`src/rtl/t_sched_pkg.sv`:
```
// Shared types and constants for the t_block issue scheduler.
//   W          : fixed-point word width (8 fractional bits).
//   ONE        : fixed-point 1.0.
//   dh_field_e : selects one Denavit-Hartenberg field in the parameter table.
//   t_matrix_t : 4x4 transform, row-major, element [0][0] in the LSBs.
//   tag_t      : in-flight marker travelling alongside the t_block pipeline.
//   dh_t       : one joint's DH parameter set.
//   result_t   : one entry of the result FIFO.
package t_sched_pkg;

  localparam int W = 27;
  localparam logic [W-1:0] ONE = W'(256);

  typedef enum logic [1:0] {
    THETA = 2'd0,
    ALPHA = 2'd1,
    A     = 2'd2,
    D     = 2'd3
  } dh_field_e;

  typedef logic [3:0][3:0][W-1:0] t_matrix_t;

  typedef struct packed {
    logic       valid;
    logic [2:0] joint;
    logic       last;
  } tag_t;

  typedef struct packed {
    logic [W-1:0] theta;
    logic [W-1:0] alpha;
    logic [W-1:0] a;
    logic [W-1:0] d;
  } dh_t;

  typedef struct packed {
    t_matrix_t  matrix;
    logic [2:0] joint;
    logic       last;
  } result_t;

  typedef enum logic [1:0] {
    S_IDLE,
    S_ISSUE,
    S_DRAIN
  } state_e;

  // Returns row with the selected field replaced by v.
  function automatic dh_t dh_set_field(dh_t row, dh_field_e f, logic [W-1:0] v);
    dh_t r;
    r = row;
    case (f)
      THETA:   r.theta = v;
      ALPHA:   r.alpha = v;
      A:       r.a     = v;
      default: r.d     = v;
    endcase
    return r;
  endfunction

endpackage

```
`src/rtl/t_sched_fifo.sv`:
```
// First-word-fall-through FIFO with occupancy count.
//   clk, reset_n : clock, synchronous active-low reset (empties the FIFO)
//   push_i       : write wdata_i (ignored when full unless popping)
//   wdata_i      : entry to write
//   pop_i        : remove head (ignored when empty)
//   rdata_o      : head entry, valid when valid_o
//   valid_o      : FIFO not empty
//   count_o      : number of stored entries, 0..DEPTH
// DEPTH must be a power of two so the pointers wrap naturally.
module t_sched_fifo #(
  parameter int DEPTH = 8,
  parameter int WIDTH = 8
) (
  input  logic                     clk,
  input  logic                     reset_n,
  input  logic                     push_i,
  input  logic [WIDTH-1:0]         wdata_i,
  input  logic                     pop_i,
  output logic [WIDTH-1:0]         rdata_o,
  output logic                     valid_o,
  output logic [$clog2(DEPTH):0]   count_o
);

  localparam int AW    = $clog2(DEPTH);
  localparam int CNT_W = AW + 1;

  logic [WIDTH-1:0] mem_q [DEPTH];
  logic [AW-1:0]    wr_ptr_q, wr_ptr_d;
  logic [AW-1:0]    rd_ptr_q, rd_ptr_d;
  logic [CNT_W-1:0] count_q, count_d;
  logic             do_push, do_pop;

  assign do_pop  = pop_i && (count_q != '0);
  // A push into a full FIFO is only allowed when the head leaves in the same cycle.
  assign do_push = push_i && ((count_q != CNT_W'(DEPTH)) || do_pop);

  // NOTE: every variable assigned in always_comb gets a default first, so no path leaves it unassigned and no latch is inferred.
  always_comb begin
    wr_ptr_d = wr_ptr_q;
    rd_ptr_d = rd_ptr_q;
    count_d  = count_q;
    if (do_push) wr_ptr_d = wr_ptr_q + AW'(1);
    if (do_pop)  rd_ptr_d = rd_ptr_q + AW'(1);
    case ({do_push, do_pop})
      2'b10:   count_d = count_q + CNT_W'(1);
      2'b01:   count_d = count_q - CNT_W'(1);
      default: count_d = count_q;
    endcase
  end

  // NOTE: the storage array has no reset; emptiness is defined by the pointers and count, so resetting the data would only cost a reset fan-out.
  always_ff @(posedge clk) begin
    if (do_push) mem_q[wr_ptr_q] <= wdata_i;
  end

  // NOTE: sequential state uses non-blocking assignments so every register samples the pre-edge value, independent of statement order.
  always_ff @(posedge clk) begin
    if (!reset_n) begin
      wr_ptr_q <= '0;
      rd_ptr_q <= '0;
      count_q  <= '0;
    end else begin
      wr_ptr_q <= wr_ptr_d;
      rd_ptr_q <= rd_ptr_d;
      count_q  <= count_d;
    end
  end

  assign rdata_o = mem_q[rd_ptr_q];
  assign valid_o = (count_q != '0);
  assign count_o = count_q;

endmodule

```
`src/rtl/t_block_sched.sv`:
```
// Issue sequencer for the fixed-latency t_block DH-transform pipeline.
// Joint parameters are held in a small table, fed to t_block one joint per
// cycle, tracked by a tag shift register that mirrors the pipeline depth and
// captured into a result FIFO read by the matrix-chain multiplier.
//   clk, reset_n          : clock, synchronous active-low reset
//   cfg_we/joint/field/data, cfg_ready : parameter table write port (IDLE only)
//   start, num_joints     : begin a run of 1..JOINTS joints
//   busy, done            : run in progress / one-cycle completion pulse
//   tb_en, tb_theta/alpha/a/d : t_block inputs
//   tb_t_matrix           : t_block output
//   res_valid/ready, res_matrix/joint/last : result handshake to the consumer
// JOINTS must not exceed 7 (3-bit joint index); LATENCY must equal the t_block
// pipeline depth and be at least 2.
module t_block_sched
  import t_sched_pkg::*;
#(
  parameter int JOINTS     = 6,
  parameter int LATENCY    = 27,
  parameter int FIFO_DEPTH = 8
) (
  input  logic              clk,
  input  logic              reset_n,
  input  logic              cfg_we,
  input  logic [2:0]        cfg_joint,
  input  logic [1:0]        cfg_field,
  input  logic [W-1:0]      cfg_data,
  output logic              cfg_ready,
  input  logic              start,
  input  logic [2:0]        num_joints,
  output logic              busy,
  output logic              done,
  output logic              tb_en,
  output logic [W-1:0]      tb_theta,
  output logic [W-1:0]      tb_alpha,
  output logic [W-1:0]      tb_a,
  output logic [W-1:0]      tb_d,
  input  logic [16*W-1:0]   tb_t_matrix,
  output logic              res_valid,
  input  logic              res_ready,
  output logic [16*W-1:0]   res_matrix,
  output logic [2:0]        res_joint,
  output logic              res_last
);

  localparam int         CNT_W = $clog2(FIFO_DEPTH) + 1;
  localparam int         INF_W = $clog2(LATENCY + 1);
  localparam logic [2:0] MAX_N = 3'(JOINTS);

  state_e             state_q, state_d;
  logic [2:0]         n_q, n_d;
  logic [2:0]         k_q, k_d;
  logic               done_q, done_d;
  dh_t                dh_q, dh_d;
  dh_t                tbl_q [JOINTS];
  tag_t [LATENCY-1:0] tag_q;
  tag_t               new_tag, exit_tag;
  logic [INF_W-1:0]   inflight_q, inflight_d;
  logic [CNT_W-1:0]   fifo_count;
  logic               fifo_valid;
  logic               can_issue, pop;
  result_t            push_data, head;

  assign exit_tag  = tag_q[LATENCY-1];
  // Every valid tag owns a future FIFO slot, so reserving count+inflight
  // guarantees a capture never finds the FIFO full.
  assign can_issue = (int'(fifo_count) + int'(inflight_q)) < FIFO_DEPTH;
  assign pop       = fifo_valid && res_ready;

  // Table survives reset; a write lands before any run that starts next cycle.
  always_ff @(posedge clk) begin
    if (cfg_we && cfg_ready && (int'(cfg_joint) < JOINTS))
      tbl_q[cfg_joint] <= dh_set_field(tbl_q[cfg_joint], dh_field_e'(cfg_field), cfg_data);
  end

  always_comb begin
    state_d = state_q;
    n_d     = n_q;
    k_d     = k_q;
    done_d  = 1'b0;
    dh_d    = dh_q;
    new_tag = '0;
    case (state_q)
      S_IDLE: begin
        if (start) begin
          if (num_joints == 3'd0)     n_d = 3'd1;
          else if (num_joints > MAX_N) n_d = MAX_N;
          else                         n_d = num_joints;
          k_d     = 3'd0;
          state_d = S_ISSUE;
        end
      end
      S_ISSUE: begin
        // t_block cannot stall, so a cycle without credit simply sends an
        // invalid tag down the line while the inputs hold their last value.
        if (can_issue) begin
          dh_d          = tbl_q[k_q];
          new_tag.valid = 1'b1;
          new_tag.joint = k_q;
          new_tag.last  = (k_q == n_q - 3'd1);
          k_d           = k_q + 3'd1;
          if (new_tag.last) state_d = S_DRAIN;
        end
      end
      S_DRAIN: begin
        if (pop && head.last) begin
          done_d  = 1'b1;
          state_d = S_IDLE;
        end
      end
      default: state_d = S_IDLE;
    endcase
  end

  assign inflight_d = inflight_q + INF_W'(new_tag.valid) - INF_W'(exit_tag.valid);

  always_ff @(posedge clk) begin
    if (!reset_n) begin
      state_q    <= S_IDLE;
      n_q        <= 3'd1;
      k_q        <= 3'd0;
      done_q     <= 1'b0;
      dh_q       <= '0;
      tag_q      <= '0;
      inflight_q <= '0;
    end else begin
      state_q    <= state_d;
      n_q        <= n_d;
      k_q        <= k_d;
      done_q     <= done_d;
      dh_q       <= dh_d;
      tag_q      <= {tag_q[LATENCY-2:0], new_tag};
      inflight_q <= inflight_d;
    end
  end

  // The tag leaving the shift register lines up with the t_block output of
  // the same joint, so the capture happens in that very cycle.
  assign push_data.matrix = tb_t_matrix;
  assign push_data.joint  = exit_tag.joint;
  assign push_data.last   = exit_tag.last;

  t_sched_fifo #(
    .DEPTH (FIFO_DEPTH),
    .WIDTH ($bits(result_t))
  ) u_res_fifo (
    .clk     (clk),
    .reset_n (reset_n),
    .push_i  (exit_tag.valid),
    .wdata_i (push_data),
    .pop_i   (pop),
    .rdata_o (head),
    .valid_o (fifo_valid),
    .count_o (fifo_count)
  );

  // Issue data is presented in the issue cycle itself so t_block samples it
  // on the same edge that pushes the matching tag.
  assign tb_en      = 1'b1;
  assign tb_theta   = dh_d.theta;
  assign tb_alpha   = dh_d.alpha;
  assign tb_a       = dh_d.a;
  assign tb_d       = dh_d.d;
  assign cfg_ready  = (state_q == S_IDLE);
  assign busy       = (state_q != S_IDLE);
  assign done       = done_q;
  assign res_valid  = fifo_valid;
  assign res_matrix = head.matrix;
  assign res_joint  = head.joint;
  assign res_last   = head.last;

endmodule
```
`config.mk`:
```
export PLATFORM = sky130hd
export DESIGN_NAME = t_block_sched
export DESIGN_NICKNAME = d
export VERILOG_FILES = /design/src/rtl/t_sched_pkg.sv /design/src/rtl/t_sched_fifo.sv /design/src/rtl/t_block_sched.sv
export SDC_FILE = /design/constraint.sdc
export NUM_CORES = 2
export LEC_CHECK = 0
export CAP_MARGIN = 30
export CORE_AREA = 10 10 540 542
export CTS_CLUSTER_SIZE = 10
export DETAILED_ROUTE_END_ITERATION = 10
export DIE_AREA = 0 0 550 552
export GPL_TIMING_DRIVEN = 1
export PLACE_DENSITY = 0.79
export SYNTH_ARGS = -nofsm -noshare
export SYNTH_HDL_FRONTEND = slang
export SYNTH_MEMORY_MAX_BITS = 65536
export SYNTH_SLANG_ARGS = --single-unit
```
`constraint.sdc`:
```
create_clock -name clk -period 43.3 [get_ports clk]
set_clock_uncertainty 0.15 [all_clocks]
set_input_delay 8.66 -clock clk [delete_from_list [all_inputs] [get_ports clk]]
set_output_delay 8.66 -clock clk [all_outputs]
set_load 0.02 [all_outputs]
```
==> summary.md <==
| Metric | Value |
|---|---|
| Max_cap viols | `0` |
| Mapped Nets | `between 7k and 8k` |
| Htree depth | `5` |
| Fin Hold WS | `219 ps` |
| Worst Max-Slew Pin Slew | `~1100 ps` |
| Drt via density | `roughly 6.4` |
| Core area | `281000 sq um` |
| Iteration-0 DRC Markers | `roughly 9.9k` |
| Skew-Pair Late Insertion Delay | `1000 ps` |
| Sw power | `0.00181 W` |
| Synth-to-Final Area Change | `17.3%` |
| Hold WC Path Type | `register to register` |
| LEAKAGE | `slightly below 60 nW` |
| Setup violators final | `0` |
| Asr flop ratio synth | `0%` |
| Finished Layout Cells | `12.6k` |
| Final hold vios | `0` |
| Synthesized area per cell | `approximately 23 sq um` |
| Simple-gate area share of the yosys netlist | `approximately 1.6%` |
| Port buffer count | `roughly 1k` |
| Die width | `approximately 550 um` |
| Fill cells | `16.1k` |
| TritonCTS Buffers | `482` |
| Flop2flop setup slack | `about 37000 ps` |
| Max-slew violation count | `0` |
| Part of the power in combinational logic | `under 10%` |
| Synth Instances | `between 7k and 8k` |
| Initial antenna violation count | `about 120` |
| Drt pass-1 iters | `6` |
| Worst VDD drop | `between 40 and 50 uV` |
| Placed instance count | `roughly 12k` |
| Dominant cells by area after synthesis | `edfxtp_1 75%, mux4_2 13%, dfxtp_1 3.3%, mux2_2 3.0%, o21ai_0 0.96%` |
| Sum Neg Setup Slack | `0 ps` |
| Power Internal | `approximately 0.0068 W` |
| Worst path required time | `34490 ps` |
| Mapped Area | `roughly 160000 sq um` |
| RSZ-0062 raised after global routing | `false` |
| Hold Crit Start | `tag_q[102]` |
| Vias in the first global route | `about 82k` |
| Main synth FF type | `edfxtp_1` |
| Clock sinks | `between 4k and 5k` |
| Yosys warns | `0` |
| Top post-synthesis cells by count | `4136 x edfxtp_1, 978 x mux4_2, 438 x mux2_2` |
| Mux cell area share after synthesis | `between 10% and 20%` |
| Routability-driven placement congestion ratio | `0.795` |
| Io pins | `between 1k and 1.5k` |
| Yosys top cell area share | `approximately 75%` |
| Die height | `roughly 550 um` |
| Power per cell area | `~45 nW/um^2` |
| Clock transition at the registers of the reported paths | `about 60 ps` |
| Initial core utilization | `58.6%` |
| Final nets | `roughly 9.0k` |
| Gr ovfl total | `0` |
| Final min period | `approximately 16000 ps` |
| Switching Fraction | `20.9%` |
| XOR/XNOR Fraction of Synth Area | `less than 1%` |
| Synth Area in Compound Gates | `~1.1%` |
| Post-DP HPWL | `226 mm` |
| Drt total wl | `around 400 mm` |
| Clock Power Share | `41.5%` |
| Vias | `80.3k` |
| Cell row count | `about 200` |
| Largest family of logic cells by synthesized area | `multiplexers` |
| Yosys cell types | `47` |
| Post-Synth Adder-Cell Area | `less than 1%` |
| Overall routing resource usage | `25.9%` |
| Share of layout cells above drive strength 1 | `~24%` |
| Leading area contributor after synthesis | `edfxtp_1` |
| Die area | `around 300000 sq um` |
| Routed wire per std cell | `between 30 and 40 um` |
| CP Class | `register to output pin` |
| Number of synthesized flops with an enable pin | `around 4.1k` |
| Register area share after synthesis | `between 70% and 80%` |
| Final worst path period share | `37.9%` |
| Worst r2r src | `u_res_fifo.count_o[0]` |
| Sequential power share | `a little over half` |
| Slew margin rel. | `26.4%` |
| First-pass GRT wire length | `a little under 600 mm` |
| # DRC | `0` |
| Worst setup SP type | `register` |
| WP data arrival | `7580 ps` |
| Setup Buffers After CTS | `0` |
| Largest net degree at the start of global routing | `between 200 and 250` |
| Hold Buf Count CTS | `0` |
| Seq cells post-synth | `around 4.4k` |
| Status | `finished, final reports clean` |
| Post-DRT Antenna Nets | `0` |
| CP Max Fanout | `between 40 and 50` |
| Clk buf depth | `4` |
| Root Buffer | `clkbuf_16` |
| Cts repair resizes | `0` |
| Critical Path Sink Type | `output pin` |
| Highest Clock Rate | `slightly above 60 MHz` |
| CTS tree | `done` |
| Cell with the most instances after synthesis | `edfxtp_1` |
-- sequential cells by signal (all words and copies together), names as in the netlist, named ones only --
signal and cells:
u_res_fifo.mem_q 3488, tbl_q 648, tag_q 130, dh_q 108, exit_tag 5, inflight_q 5
u_res_fifo.count_o 4, k_q 3, n_q 3, u_res_fifo.rd_ptr_q 3, u_res_fifo.wr_ptr_q 3, state_q 2
done 1
-- area by class of cell --
cell class	count	area (sq um)	area share, %
inverters	16	61.3	0.0317
repair buffers	1176	11900	6.15
diodes	106	265	0.137
flip-flops and latches	4409	130000	67.2
clock buffers	638	12600	6.55
clock inverters	35	822	0.426
well taps	3743	4680	2.43
multi-input cells	2469	33100	17.1
-- path summary, 6_finish.rpt --
kind,to,depth (start not counted)
worst max-delay path,res_matrix[290],11
worst min-delay path,tag_q[107],1
worst max register to register,u_res_fifo.mem_q[2][393],9
worst min register to register,tag_q[107],1
-- routing by layer --
metal / vias up / GRT usage (%) / wire length, um
li1: 32700 / - / -
met1: 42300 / 34.6 / 144000
met2: 4490 / 41.2 / 199000
met3: 758 / 6.64 / 41200
met4: 68 / 11.0 / 17900
met5: - / 0 / 453
-- cells by family after synthesis --
logic type      after synthesis
buf+inv                     399
flops                      4409
other cells                   1
compound gates              352
fa+ha+maj                    17
xor+xnor                     13
simple gates                558
mux                        1528
-- power groups by stage --
stage               clock, W  combinational, W  sequential (W)
floorplan                  0          0.000161         0.00478
global placement           0          0.000343         0.00478
detailed placement         0          0.000354         0.00478
CTS                  0.00364          0.000359         0.00470
global route         0.00381          0.000386         0.00470
finish               0.00359          0.000364         0.00470
-- metrics by stage --
stage	setup WS [ps]	utilization, %	power (W)	instance area [sq um]
detailed placement	27630	63.8	0.00514	179000
finish	26910	68.8	0.00865	193000
CTS	26530	68.6	0.00869	193000
global route	26120	68.7	0.00889	193000
global placement	26950	63.7	0.00512	179000
floorplan	2870	-	0.00494	165000
-- critical path, cell delays in order (launching register included) --
cell and delay [ps]:
dfxtp_4 650, buf_4 570, buf_4 770, buf_4 690, buf_4 460, buf_16 320
buf_4 590, buf_4 600, buf_12 310, mux4_2 550, mux2_2 320, clkdlybuf4s50_1 580
-- cell usage in the layout, fill, tap and decap left out, types with 3 or more instances in the layout --
| cell | instances |
|---|---|
| a21o_1 | 4 |
| a21oi_1 | 10 |
| and2_1 | 132 |
| and3_1 | 5 |
| buf_12 | 16 |
| buf_16 | 15 |
| buf_4 | 124 |
| clkbuf_1 | 156 |
| clkbuf_16 | 482 |
| clkdlybuf4s50_1 | 1018 |
| clkinv_1 | 4 |
| clkinv_16 | 22 |
| clkinv_2 | 3 |
| dfxtp_1 | 267 |
| dfxtp_4 | 6 |
| diode_2 | 106 |
| edfxtp_1 | 4136 |
| ha_1 | 15 |
| inv_1 | 14 |
| inv_16 | 3 |
| mux2_2 | 438 |
| mux2i_1 | 112 |
| mux4_2 | 978 |
| nand2_1 | 228 |
| nand2b_1 | 5 |
| nand3_1 | 114 |
| nand3b_1 | 4 |
| nor2_1 | 19 |
| nor2_2 | 24 |
| nor2_4 | 6 |
| nor2b_1 | 3 |
| nor3b_1 | 3 |
| o211ai_1 | 3 |
| o21ai_0 | 315 |
| o21ai_1 | 13 |
| or2_2 | 3 |
| xnor2_1 | 4 |
| xor2_1 | 8 |
Note: power is estimated with default switching activity, not from simulation.
